<file path="config.mk">
export PLATFORM = sky130hd
export DESIGN_NAME = axi_to_axis_reader_flat
export DESIGN_NICKNAME = d
export VERILOG_FILES = /design/src/rtl/axi_pkg.sv /design/src/rtl/axis_to_axi_pkg.sv /design/src/rtl/axi_bus.sv /design/src/rtl/axis_reg_stage.sv /design/src/rtl/axi_to_axis_reader.sv /design/src/flat_wrapper.sv
export SDC_FILE = /design/constraint.sdc
export NUM_CORES = 1
export LEC_CHECK = 0
export ABC_AREA = 0
export BUFFER_PORTS_ARGS = -buffer_cell sky130_fd_sc_hd__buf_2
export CAP_MARGIN = 20
export CORE_AREA = 3 3 165 167
export DETAILED_ROUTE_END_ITERATION = 7
export DIE_AREA = 0 0 168 170
export PLACE_DENSITY = 0.7
export SLEW_MARGIN = 10
export SYNTH_ARGS = -nofsm -noshare
export SYNTH_HDL_FRONTEND = slang
export SYNTH_SLANG_ARGS = --single-unit
</file>
<file path="constraint.sdc">
create_clock -name aclk -period 5 [get_ports aclk]
set_clock_uncertainty 0.1 [all_clocks]
set_input_delay 0.75 -clock aclk [delete_from_list [all_inputs] [get_ports aclk]]
set_output_delay 0.75 -clock aclk [all_outputs]
set_load 0.03 [all_outputs]
</file>
<file path="src/rtl/axi_pkg.sv">
// Shared AXI4 type definitions used by the bus interface and AXI masters.
// No ports; types and response codes only.
package axi_pkg;
    typedef logic [7:0] len_t;
    typedef logic [2:0] size_t;
    typedef logic [1:0] burst_t;
    typedef logic [1:0] resp_t;

    localparam resp_t RESP_OKAY   = 2'b00;
    localparam resp_t RESP_SLVERR = 2'b10;
endpackage

</file>
<file path="src/rtl/axis_to_axi_pkg.sv">
// Constants shared by the AXI-to-stream reader: FSM state encoding,
// fixed AR attribute values and the AXI 4KB page size.
// No ports.
package axis_to_axi_pkg;
    typedef logic [1:0] state_t;

    localparam state_t ST_IDLE = 2'd0;
    localparam state_t ST_ADDR = 2'd1;
    localparam state_t ST_DATA = 2'd2;
    localparam state_t ST_DONE = 2'd3;

    localparam axi_pkg::burst_t BURST_INCR    = 2'b01;
    localparam logic [3:0]      CACHE_DEFAULT = 4'b0011;
    localparam int              PAGE_BYTES    = 4096;
endpackage

</file>
<file path="src/rtl/axi_bus.sv">
// AXI4 full bus bundle (all five channels).
// Modports: Master drives AW/W/AR and the B/R ready signals,
// Slave is the mirror image.
interface axi_bus #(
    parameter int ADDR_WIDTH = 32,
    parameter int DATA_WIDTH = 64,
    parameter int ID_WIDTH   = 4,
    parameter int USER_WIDTH = 1
);
    localparam int STRB_W = DATA_WIDTH / 8;

    logic [ID_WIDTH-1:0]   aw_id;
    logic [ADDR_WIDTH-1:0] aw_addr;
    axi_pkg::len_t         aw_len;
    axi_pkg::size_t        aw_size;
    axi_pkg::burst_t       aw_burst;
    logic                  aw_lock;
    logic [3:0]            aw_cache;
    logic [2:0]            aw_prot;
    logic [3:0]            aw_qos;
    logic [3:0]            aw_region;
    logic [USER_WIDTH-1:0] aw_user;
    logic                  aw_valid;
    logic                  aw_ready;

    logic [DATA_WIDTH-1:0] w_data;
    logic [STRB_W-1:0]     w_strb;
    logic                  w_last;
    logic [USER_WIDTH-1:0] w_user;
    logic                  w_valid;
    logic                  w_ready;

    logic [ID_WIDTH-1:0]   b_id;
    axi_pkg::resp_t        b_resp;
    logic [USER_WIDTH-1:0] b_user;
    logic                  b_valid;
    logic                  b_ready;

    logic [ID_WIDTH-1:0]   ar_id;
    logic [ADDR_WIDTH-1:0] ar_addr;
    axi_pkg::len_t         ar_len;
    axi_pkg::size_t        ar_size;
    axi_pkg::burst_t       ar_burst;
    logic                  ar_lock;
    logic [3:0]            ar_cache;
    logic [2:0]            ar_prot;
    logic [3:0]            ar_qos;
    logic [3:0]            ar_region;
    logic [USER_WIDTH-1:0] ar_user;
    logic                  ar_valid;
    logic                  ar_ready;

    logic [ID_WIDTH-1:0]   r_id;
    logic [DATA_WIDTH-1:0] r_data;
    axi_pkg::resp_t        r_resp;
    logic                  r_last;
    logic [USER_WIDTH-1:0] r_user;
    logic                  r_valid;
    logic                  r_ready;

    modport Master (
        output aw_id, aw_addr, aw_len, aw_size, aw_burst, aw_lock, aw_cache,
               aw_prot, aw_qos, aw_region, aw_user, aw_valid,
        input  aw_ready,
        output w_data, w_strb, w_last, w_user, w_valid,
        input  w_ready,
        input  b_id, b_resp, b_user, b_valid,
        output b_ready,
        output ar_id, ar_addr, ar_len, ar_size, ar_burst, ar_lock, ar_cache,
               ar_prot, ar_qos, ar_region, ar_user, ar_valid,
        input  ar_ready,
        input  r_id, r_data, r_resp, r_last, r_user, r_valid,
        output r_ready
    );

    modport Slave (
        input  aw_id, aw_addr, aw_len, aw_size, aw_burst, aw_lock, aw_cache,
               aw_prot, aw_qos, aw_region, aw_user, aw_valid,
        output aw_ready,
        input  w_data, w_strb, w_last, w_user, w_valid,
        output w_ready,
        output b_id, b_resp, b_user, b_valid,
        input  b_ready,
        input  ar_id, ar_addr, ar_len, ar_size, ar_burst, ar_lock, ar_cache,
               ar_prot, ar_qos, ar_region, ar_user, ar_valid,
        output ar_ready,
        output r_id, r_data, r_resp, r_last, r_user, r_valid,
        input  r_ready
    );
endinterface

</file>
<file path="src/rtl/axis_reg_stage.sv">
// Single-entry stream register with data + last.
// Ports: aclk/aresetn; upstream s_valid/s_data/s_last/s_ready;
// downstream m_valid/m_data/m_last/m_ready.
// s_ready is high whenever the slot is empty or is draining this cycle,
// so full throughput is kept without a skid buffer.
module axis_reg_stage #(
    parameter int WIDTH = 64
) (
    input  logic             aclk,
    input  logic             aresetn,
    input  logic             s_valid,
    input  logic [WIDTH-1:0] s_data,
    input  logic             s_last,
    output logic             s_ready,
    output logic             m_valid,
    output logic [WIDTH-1:0] m_data,
    output logic             m_last,
    input  logic             m_ready
);
    assign s_ready = !m_valid || m_ready;

    always_ff @(posedge aclk or negedge aresetn) begin
        if (!aresetn) begin
            m_valid <= 1'b0;
            m_data  <= '0;
            m_last  <= 1'b0;
        end else if (s_ready) begin
            m_valid <= s_valid;
            m_last  <= s_valid && s_last;
            if (s_valid) m_data <= s_data;
        end
    end
endmodule

</file>
<file path="src/rtl/axi_to_axis_reader.sv">
// Reads cmd_beats words starting at cmd_addr over AXI4 and forwards them
// as an AXI-Stream with tlast on the final word.
// Ports: aclk/aresetn; cmd_valid/cmd_ready/cmd_addr/cmd_beats command;
// m_axi AXI4 master (read only, write channels idle); m_axis_* stream out;
// busy, done (1-cycle pulse), rd_err (sticky per command).
// Bursts are split at MAX_BURST and at 4KB pages; one burst in flight.
module axi_to_axis_reader
    import axi_pkg::*;
    import axis_to_axi_pkg::*;
#(
    parameter int AXI_ADDR_WIDTH = 32,
    parameter int AXI_DATA_WIDTH = 64,
    parameter int AXI_ID_WIDTH   = 4,
    parameter int AXI_USER_WIDTH = 1,
    parameter int MAX_BURST      = 16
) (
    input  logic                        aclk,
    input  logic                        aresetn,
    input  logic                        cmd_valid,
    output logic                        cmd_ready,
    input  logic [AXI_ADDR_WIDTH-1:0]   cmd_addr,
    input  logic [15:0]                 cmd_beats,
    axi_bus.Master                      m_axi,
    output logic [AXI_DATA_WIDTH-1:0]   m_axis_tdata,
    output logic [AXI_DATA_WIDTH/8-1:0] m_axis_tkeep,
    output logic                        m_axis_tlast,
    output logic                        m_axis_tvalid,
    input  logic                        m_axis_tready,
    output logic                        busy,
    output logic                        done,
    output logic                        rd_err
);
    localparam int STRB_W = AXI_DATA_WIDTH / 8;
    localparam int SIZE   = $clog2(STRB_W);

    state_t                    state;
    logic [AXI_ADDR_WIDTH-1:0] addr;
    logic [15:0]               remaining;
    logic [8:0]                burst_cnt;
    logic                      out_of_reset;
    logic [12:0]               page_left;
    logic [12:0]               page_beats;
    logic [15:0]               burst;
    logic                      ar_hs;
    logic                      r_hs;
    logic                      stage_ready;

    // Beats left before the 4KB boundary; addr is word-aligned so this is >= 1.
    assign page_left  = 13'(PAGE_BYTES) - {1'b0, addr[11:0]};
    assign page_beats = page_left >> SIZE;

    always_comb begin
        burst = remaining;
        if (burst > 16'(MAX_BURST)) burst = 16'(MAX_BURST);
        if (burst > {3'b0, page_beats}) burst = {3'b0, page_beats};
    end

    assign ar_hs = m_axi.ar_valid && m_axi.ar_ready;
    assign r_hs  = m_axi.r_valid && m_axi.r_ready;

    always_ff @(posedge aclk or negedge aresetn) begin
        if (!aresetn) begin
            state        <= ST_IDLE;
            addr         <= '0;
            remaining    <= '0;
            burst_cnt    <= '0;
            out_of_reset <= 1'b0;
            rd_err       <= 1'b0;
        end else begin
            out_of_reset <= 1'b1;
            case (state)
                ST_IDLE: if (cmd_valid && cmd_ready) begin
                    addr      <= cmd_addr & ~AXI_ADDR_WIDTH'(STRB_W - 1);
                    remaining <= (cmd_beats == 16'd0) ? 16'd1 : cmd_beats;
                    rd_err    <= 1'b0;
                    state     <= ST_ADDR;
                end
                ST_ADDR: if (ar_hs) begin
                    burst_cnt <= burst[8:0];
                    state     <= ST_DATA;
                end
                // Beat counting drives the FSM; r_last is not consulted.
                ST_DATA: if (r_hs) begin
                    remaining <= remaining - 16'd1;
                    addr      <= addr + AXI_ADDR_WIDTH'(STRB_W);
                    burst_cnt <= burst_cnt - 9'd1;
                    if (burst_cnt == 9'd1)
                        state <= (remaining == 16'd1) ? ST_DONE : ST_ADDR;
                end
                // Hold until the final word has drained from the output register.
                default: if (!m_axis_tvalid) state <= ST_IDLE;
            endcase
            if (r_hs && m_axi.r_resp != RESP_OKAY) rd_err <= 1'b1;
        end
    end

    assign cmd_ready = out_of_reset && (state == ST_IDLE);
    assign busy      = (state != ST_IDLE);
    assign done      = (state == ST_DONE) && !m_axis_tvalid;

    axis_reg_stage #(.WIDTH(AXI_DATA_WIDTH)) u_out (
        .aclk    (aclk),
        .aresetn (aresetn),
        .s_valid (r_hs),
        .s_data  (m_axi.r_data),
        .s_last  (remaining == 16'd1),
        .s_ready (stage_ready),
        .m_valid (m_axis_tvalid),
        .m_data  (m_axis_tdata),
        .m_last  (m_axis_tlast),
        .m_ready (m_axis_tready)
    );

    assign m_axis_tkeep  = '1;
    assign m_axi.r_ready = (state == ST_DATA) && stage_ready;

    assign m_axi.ar_valid  = (state == ST_ADDR);
    assign m_axi.ar_addr   = addr;
    assign m_axi.ar_len    = len_t'(burst - 16'd1);
    assign m_axi.ar_size   = size_t'(SIZE);
    assign m_axi.ar_burst  = BURST_INCR;
    assign m_axi.ar_cache  = CACHE_DEFAULT;
    assign m_axi.ar_id     = {AXI_ID_WIDTH{1'b0}};
    assign m_axi.ar_user   = {AXI_USER_WIDTH{1'b0}};
    assign m_axi.ar_lock   = 1'b0;
    assign m_axi.ar_prot   = 3'b000;
    assign m_axi.ar_qos    = 4'h0;
    assign m_axi.ar_region = 4'h0;

    assign m_axi.aw_valid  = 1'b0;
    assign m_axi.aw_id     = {AXI_ID_WIDTH{1'b0}};
    assign m_axi.aw_addr   = '0;
    assign m_axi.aw_len    = '0;
    assign m_axi.aw_size   = '0;
    assign m_axi.aw_burst  = '0;
    assign m_axi.aw_lock   = 1'b0;
    assign m_axi.aw_cache  = 4'h0;
    assign m_axi.aw_prot   = 3'b000;
    assign m_axi.aw_qos    = 4'h0;
    assign m_axi.aw_region = 4'h0;
    assign m_axi.aw_user   = {AXI_USER_WIDTH{1'b0}};
    assign m_axi.w_valid   = 1'b0;
    assign m_axi.w_data    = '0;
    assign m_axi.w_strb    = '0;
    assign m_axi.w_last    = 1'b0;
    assign m_axi.w_user    = {AXI_USER_WIDTH{1'b0}};
    assign m_axi.b_ready   = 1'b1;

    logic unused_inputs;
    assign unused_inputs = ^{m_axi.aw_ready, m_axi.w_ready, m_axi.b_valid, m_axi.b_id,
                             m_axi.b_resp, m_axi.b_user, m_axi.r_last, m_axi.r_id,
                             m_axi.r_user};
endmodule

</file>
<file path="src/flat_wrapper.sv">
// flat-port wrapper written by rule: the top's interface ports become plain ports
module axi_to_axis_reader_flat import axi_pkg::*; import axis_to_axi_pkg::*;
#(
    parameter int AXI_ADDR_WIDTH = 32,
    parameter int AXI_DATA_WIDTH = 64,
    parameter int AXI_ID_WIDTH   = 4,
    parameter int AXI_USER_WIDTH = 1,
    parameter int MAX_BURST      = 16
)
  (aclk, aresetn, cmd_valid, cmd_ready, cmd_addr, cmd_beats, m_axis_tdata, m_axis_tkeep, m_axis_tlast, m_axis_tvalid, m_axis_tready, busy, done, rd_err, m_axi_aw_id, m_axi_aw_addr, m_axi_aw_len, m_axi_aw_size, m_axi_aw_burst, m_axi_aw_lock, m_axi_aw_cache, m_axi_aw_prot, m_axi_aw_qos, m_axi_aw_region, m_axi_aw_user, m_axi_aw_valid, m_axi_aw_ready, m_axi_w_data, m_axi_w_strb, m_axi_w_last, m_axi_w_user, m_axi_w_valid, m_axi_w_ready, m_axi_b_id, m_axi_b_resp, m_axi_b_user, m_axi_b_valid, m_axi_b_ready, m_axi_ar_id, m_axi_ar_addr, m_axi_ar_len, m_axi_ar_size, m_axi_ar_burst, m_axi_ar_lock, m_axi_ar_cache, m_axi_ar_prot, m_axi_ar_qos, m_axi_ar_region, m_axi_ar_user, m_axi_ar_valid, m_axi_ar_ready, m_axi_r_id, m_axi_r_data, m_axi_r_resp, m_axi_r_last, m_axi_r_user, m_axi_r_valid, m_axi_r_ready);
  axi_bus #(.ADDR_WIDTH((32)), .DATA_WIDTH((64)), .ID_WIDTH(4), .USER_WIDTH(1)) m_axi_i ();
  input  logic aclk;
  input  logic aresetn;
  input  logic cmd_valid;
  output logic cmd_ready;
  input  logic [AXI_ADDR_WIDTH-1:0] cmd_addr;
  input  logic [15:0] cmd_beats;
  output logic [AXI_DATA_WIDTH-1:0] m_axis_tdata;
  output logic [AXI_DATA_WIDTH/8-1:0] m_axis_tkeep;
  output logic m_axis_tlast;
  output logic m_axis_tvalid;
  input  logic m_axis_tready;
  output logic busy;
  output logic done;
  output logic rd_err;
  output wire logic [$bits(m_axi_i.aw_id)-1:0] m_axi_aw_id;
  output wire logic [$bits(m_axi_i.aw_addr)-1:0] m_axi_aw_addr;
  output wire logic [$bits(m_axi_i.aw_len)-1:0] m_axi_aw_len;
  output wire logic [$bits(m_axi_i.aw_size)-1:0] m_axi_aw_size;
  output wire logic [$bits(m_axi_i.aw_burst)-1:0] m_axi_aw_burst;
  output wire logic [$bits(m_axi_i.aw_lock)-1:0] m_axi_aw_lock;
  output wire logic [$bits(m_axi_i.aw_cache)-1:0] m_axi_aw_cache;
  output wire logic [$bits(m_axi_i.aw_prot)-1:0] m_axi_aw_prot;
  output wire logic [$bits(m_axi_i.aw_qos)-1:0] m_axi_aw_qos;
  output wire logic [$bits(m_axi_i.aw_region)-1:0] m_axi_aw_region;
  output wire logic [$bits(m_axi_i.aw_user)-1:0] m_axi_aw_user;
  output wire logic [$bits(m_axi_i.aw_valid)-1:0] m_axi_aw_valid;
  input wire logic [$bits(m_axi_i.aw_ready)-1:0] m_axi_aw_ready;
  output wire logic [$bits(m_axi_i.w_data)-1:0] m_axi_w_data;
  output wire logic [$bits(m_axi_i.w_strb)-1:0] m_axi_w_strb;
  output wire logic [$bits(m_axi_i.w_last)-1:0] m_axi_w_last;
  output wire logic [$bits(m_axi_i.w_user)-1:0] m_axi_w_user;
  output wire logic [$bits(m_axi_i.w_valid)-1:0] m_axi_w_valid;
  input wire logic [$bits(m_axi_i.w_ready)-1:0] m_axi_w_ready;
  input wire logic [$bits(m_axi_i.b_id)-1:0] m_axi_b_id;
  input wire logic [$bits(m_axi_i.b_resp)-1:0] m_axi_b_resp;
  input wire logic [$bits(m_axi_i.b_user)-1:0] m_axi_b_user;
  input wire logic [$bits(m_axi_i.b_valid)-1:0] m_axi_b_valid;
  output wire logic [$bits(m_axi_i.b_ready)-1:0] m_axi_b_ready;
  output wire logic [$bits(m_axi_i.ar_id)-1:0] m_axi_ar_id;
  output wire logic [$bits(m_axi_i.ar_addr)-1:0] m_axi_ar_addr;
  output wire logic [$bits(m_axi_i.ar_len)-1:0] m_axi_ar_len;
  output wire logic [$bits(m_axi_i.ar_size)-1:0] m_axi_ar_size;
  output wire logic [$bits(m_axi_i.ar_burst)-1:0] m_axi_ar_burst;
  output wire logic [$bits(m_axi_i.ar_lock)-1:0] m_axi_ar_lock;
  output wire logic [$bits(m_axi_i.ar_cache)-1:0] m_axi_ar_cache;
  output wire logic [$bits(m_axi_i.ar_prot)-1:0] m_axi_ar_prot;
  output wire logic [$bits(m_axi_i.ar_qos)-1:0] m_axi_ar_qos;
  output wire logic [$bits(m_axi_i.ar_region)-1:0] m_axi_ar_region;
  output wire logic [$bits(m_axi_i.ar_user)-1:0] m_axi_ar_user;
  output wire logic [$bits(m_axi_i.ar_valid)-1:0] m_axi_ar_valid;
  input wire logic [$bits(m_axi_i.ar_ready)-1:0] m_axi_ar_ready;
  input wire logic [$bits(m_axi_i.r_id)-1:0] m_axi_r_id;
  input wire logic [$bits(m_axi_i.r_data)-1:0] m_axi_r_data;
  input wire logic [$bits(m_axi_i.r_resp)-1:0] m_axi_r_resp;
  input wire logic [$bits(m_axi_i.r_last)-1:0] m_axi_r_last;
  input wire logic [$bits(m_axi_i.r_user)-1:0] m_axi_r_user;
  input wire logic [$bits(m_axi_i.r_valid)-1:0] m_axi_r_valid;
  output wire logic [$bits(m_axi_i.r_ready)-1:0] m_axi_r_ready;
  assign m_axi_aw_id = m_axi_i.aw_id;
  assign m_axi_aw_addr = m_axi_i.aw_addr;
  assign m_axi_aw_len = m_axi_i.aw_len;
  assign m_axi_aw_size = m_axi_i.aw_size;
  assign m_axi_aw_burst = m_axi_i.aw_burst;
  assign m_axi_aw_lock = m_axi_i.aw_lock;
  assign m_axi_aw_cache = m_axi_i.aw_cache;
  assign m_axi_aw_prot = m_axi_i.aw_prot;
  assign m_axi_aw_qos = m_axi_i.aw_qos;
  assign m_axi_aw_region = m_axi_i.aw_region;
  assign m_axi_aw_user = m_axi_i.aw_user;
  assign m_axi_aw_valid = m_axi_i.aw_valid;
  assign m_axi_i.aw_ready = m_axi_aw_ready;
  assign m_axi_w_data = m_axi_i.w_data;
  assign m_axi_w_strb = m_axi_i.w_strb;
  assign m_axi_w_last = m_axi_i.w_last;
  assign m_axi_w_user = m_axi_i.w_user;
  assign m_axi_w_valid = m_axi_i.w_valid;
  assign m_axi_i.w_ready = m_axi_w_ready;
  assign m_axi_i.b_id = m_axi_b_id;
  assign m_axi_i.b_resp = m_axi_b_resp;
  assign m_axi_i.b_user = m_axi_b_user;
  assign m_axi_i.b_valid = m_axi_b_valid;
  assign m_axi_b_ready = m_axi_i.b_ready;
  assign m_axi_ar_id = m_axi_i.ar_id;
  assign m_axi_ar_addr = m_axi_i.ar_addr;
  assign m_axi_ar_len = m_axi_i.ar_len;
  assign m_axi_ar_size = m_axi_i.ar_size;
  assign m_axi_ar_burst = m_axi_i.ar_burst;
  assign m_axi_ar_lock = m_axi_i.ar_lock;
  assign m_axi_ar_cache = m_axi_i.ar_cache;
  assign m_axi_ar_prot = m_axi_i.ar_prot;
  assign m_axi_ar_qos = m_axi_i.ar_qos;
  assign m_axi_ar_region = m_axi_i.ar_region;
  assign m_axi_ar_user = m_axi_i.ar_user;
  assign m_axi_ar_valid = m_axi_i.ar_valid;
  assign m_axi_i.ar_ready = m_axi_ar_ready;
  assign m_axi_i.r_id = m_axi_r_id;
  assign m_axi_i.r_data = m_axi_r_data;
  assign m_axi_i.r_resp = m_axi_r_resp;
  assign m_axi_i.r_last = m_axi_r_last;
  assign m_axi_i.r_user = m_axi_r_user;
  assign m_axi_i.r_valid = m_axi_r_valid;
  assign m_axi_r_ready = m_axi_i.r_ready;
  axi_to_axis_reader #(.AXI_ADDR_WIDTH(AXI_ADDR_WIDTH), .AXI_DATA_WIDTH(AXI_DATA_WIDTH), .AXI_ID_WIDTH(AXI_ID_WIDTH), .AXI_USER_WIDTH(AXI_USER_WIDTH), .MAX_BURST(MAX_BURST)) u_core (.aclk(aclk), .aresetn(aresetn), .cmd_valid(cmd_valid), .cmd_ready(cmd_ready), .cmd_addr(cmd_addr), .cmd_beats(cmd_beats), .m_axi(m_axi_i), .m_axis_tdata(m_axis_tdata), .m_axis_tkeep(m_axis_tkeep), .m_axis_tlast(m_axis_tlast), .m_axis_tvalid(m_axis_tvalid), .m_axis_tready(m_axis_tready), .busy(busy), .done(done), .rd_err(rd_err));
endmodule
</file>
==> results.md <==
## Floorplanning
• 168 µm — floorplan die width
• 425 — Top Ports
• 170 µm — height of the die
• 31.3% — Initial Utilization
• 28,600 µm² — Die Area
• 25,900 µm² — Core Box Area
• 59 — cell row count

## Clocking
• 60 ps — clock transition at the register clock pins on the worst setup and hold paths after CTS
• 410 ps — latest clock arrival within the worst-skew pair
• sky130_fd_sc_hd__clkbuf_16 — buffer type at the clock tree root
• 0 — hold buffers post-CTS
• 17 — TritonCTS Buffers
• 2 — Bufs on Longest Clock Path
• 4 — H-tree depth reported by CTS
• done — clock tree from TritonCTS
• 124 — clock tree sinks

## Synth
• 8120 µm² — post-synthesis cell area
• sky130_fd_sc_hd__nand2_1 — most common cell in the netlist
• 1,013 — instance count of the mapped netlist
• 100% — fraction of registers with async set or reset after synthesis
• sky130_fd_sc_hd__dfrtp_1, sky130_fd_sc_hd__buf_4, sky130_fd_sc_hd__nand2_1, sky130_fd_sc_hd__a21oi_1, sky130_fd_sc_hd__ha_1 — cell types occupying the most area after synthesis
• sky130_fd_sc_hd__dfrtp_1 — Most used DFF post-synth
• 124 — flop and latch count out of synthesis
• 0 — number of enable flip-flop cells after synthesis
• 0 — Synth warnings
• 38.2% — proportion of synthesized chip area in sequential cells
• 60 — Yosys cell types
• 8.02 µm² — post-synthesis area per instance
• 38.2% — top cell type's share of synthesized area
• sky130_fd_sc_hd__dfrtp_1 — top cell type by total area after synthesis
• sky130_fd_sc_hd__nand2_1, sky130_fd_sc_hd__buf_4, sky130_fd_sc_hd__dfrtp_1, sky130_fd_sc_hd__a21oi_1 — leading cell types by count after synthesis

## Detailed routing
• 14.6 µm — mean routed wirelength per cell
• 0 — DRC violations left
• 4.53 — number of vias per cell
• 7,220 — total number of vias
• 442 — number of DRC violations after detailed-routing iteration 0
• 23.3 mm — total wire length after detailed routing
• 5 — TritonRoute pass-1 iters
• 0 — number of antenna-violating nets in the routed design

## Cells and area
• 20.9% — Synth-to-Final Area Change
• 9820 µm² — Design Area, Final
• 2,678 — count of filler cells inserted in the layout
• 0 — number of diodes
• 1,405 — number of nets in the layout
• 25.7% — share of final-layout standard cells stronger than drive strength 1

## Hold path
• in2async — Hold WC Path Type

## Global routing
• 6,865 — vias in the first global route
• 26.8% — grt met2 use
• 0 — initial antenna violation count
• 36.2 mm — wire length of the first global-routing pass
• 0 — overflow left after global routing
• 3.83% — global routing met3 resource utilization
• 19.6% — grt met1 use
• 15.5% — aggregate global-route resource usage
• met2 — most crowded layer after global routing
• 112 — maximum number of pins on one net before global-route repair

## Timing
• 26.7% — Slew Limit Headroom
• 4940 ps — final critical delay including setup and external delays
• 202 MHz — Max Fclk
• 0 — # setup viols final
• 0 — Hold Vio Cnt, Final
• 0 — pins over their slew limit
• 1100 ps — pin slew with the least headroom to its limit
• true — unrepaired setup endpoints after global routing
• 98.9% — share of the cycle needed by the critical path after routing

## Worst setup path
• 4090 ps — critical path data arrival time
• 6 — critical path peak fanout
• reg2out — critical path start-end classification
• 4150 ps — Worst EP required
• register — type of origin of the critical path
• 540 ps — worst stage delay on the critical path
• or4_4, or2_4, a2111oi_4, and2_4, ha_1, nor2b_2, o211ai_1, a21o_1, a21oi_4, mux2i_4, ha_4, nand4_1, xnor2_1, a21oi_1, buf_4 — cells along the critical path
• sky130_fd_sc_hd__or4_4 — CP max stage cell
• output pin — critical path capture point type

## Pwr
• 737 nW/µm² — power density relative to cell area
• 0.286 mV — worst supply voltage drop on vdd
• 7240 µW — Overall Power
• 0.00498 µW — Static Leak

## Flow run
• 0 — number of violations of the max-capacitance limit

## Place
• 9030 µm² — post-placement cell area
• 225 — buffers added on ports
• 0.816 — placer's final routability congestion estimate
• 17.1 mm — HPWL after DPL

## Run status
• finished clean — outcome

## per-layer routing
layer | wire length (µm) | vias to the layer above
met5 | 0 | -
met4 | 190 | 0
met3 | 1680 | 13
met2 | 11600 | 289
met1 | 9820 | 3413
li1 | - | 3505
## area by class of cell
type	count	area [µm²]	area share (%)
Multi-Input combinational cell	822	4280	43.6
Sequential cell	124	3100	31.6
Timing Repair Buffer	256	1380	14.0
Clock buffer	18	439	4.47
Tap cell	335	419	4.27
Clock inverter	14	110	1.12
Inverter	24	90.1	0.918
## cell families (layout without fill, tap and decap cells)
family                   after synthesis  after routing  share of synthesized area, %
AO/OA/AOI/OAI                        183            183                          13.7
XOR/XNOR                              13             13                          1.40
adder cells (fa/ha/maj)               24             24                          3.70
buffers and inverters                251            312                          20.0
flip-flops                           124            124                          38.2
multiplexers                           7              7                         0.878
other                                  2            186                        0.0925
AND/OR/NAND/NOR                      409            409                          22.1
## per-stage QoR
| step | hold WS, ps | worst slack (ps) | setup TNS (ps) | util, % | std cells |
|---|---|---|---|---|---|
| after CTS | 265 | 10.6 | 0 | 37.5 | 1588 |
| after global placement | 354 | 227 | 0 | 34.8 | 1549 |
| after global routing | 286 | -97.6 | -232 | 37.9 | 1593 |
| after detailed placement | 357 | 138 | 0 | 34.8 | 1550 |
| final | 260 | 55.5 | 0 | 37.9 | 1593 |
| after floorplan | 342 | 84.1 | 0 | - | 1197 |
## state kept, by name, indices dropped and copies added, names as in the netlist
name / count
u_core.remaining: 16
u_core.out_of_reset: 1
u_core.burst_cnt: 9
u_core.u_out.m_valid: 1
u_core.m_axi.ar_addr: 29
u_core.u_out.m_last: 1
u_core.rd_err: 1
u_core.state: 2
u_core.u_out.m_data: 64
## power breakdown
part | internal (µW) | switching (µW)
clock network | 656 | 515
logic | 1320 | 2850
registers | 1490 | 398
## final timing paths
kind                                                      from                                   to  slack (ps)  cells past startpoint
max                           u_core.remaining[14]$_DFFE_PN0P_                      m_axi_ar_len[6]          60                     15
min                                                    aresetn   u_core.u_out.m_data[1]$_DFFE_PN0P_         260                      1
max reg2reg                   u_core.remaining[14]$_DFFE_PN0P_      u_core.burst_cnt[2]$_DFFE_PN0P_        1380                     13
min reg2reg                u_core.u_out.m_data[63]$_DFFE_PN0P_  u_core.u_out.m_data[63]$_DFFE_PN0P_         370                      2
max in group asynchronous                              aresetn  u_core.u_out.m_data[29]$_DFFE_PN0P_        3430                      2
min in group aclk          u_core.u_out.m_data[63]$_DFFE_PN0P_  u_core.u_out.m_data[63]$_DFFE_PN0P_         370                      2
## worst max-delay path, delay by kind of cell (launching register included)
family / cells / cell delay [ps]
compound gates: 5 / 1010
xor+xnor: 1 / 160
fa+ha+maj: 2 / 350
buf+inv: 1 / 200
flops: 1 / 380
mux: 1 / 300
simple gates: 5 / 1300
## layout by cell type (no fill, tap or decap), types with 23 or more instances in the layout
cell type,count
sky130_fd_sc_hd__nand3_1,32
sky130_fd_sc_hd__dfrtp_1,124
sky130_fd_sc_hd__inv_1,23
sky130_fd_sc_hd__conb_1,186
sky130_fd_sc_hd__nor2_1,38
sky130_fd_sc_hd__o21ai_0,39
sky130_fd_sc_hd__nor3_1,30
sky130_fd_sc_hd__buf_4,32
sky130_fd_sc_hd__nand2_1,247
sky130_fd_sc_hd__a21oi_1,77
sky130_fd_sc_hd__buf_2,222
## timing repair
item	4_1_cts	5_1_grt
endpoints found under the setup margin	3	3
endpoints found under the hold margin	0	0
setup buffers	6	5
pin swaps	7	5
gates resized for setup	18	12
Note: power is estimated with default switching activity, not from simulation.
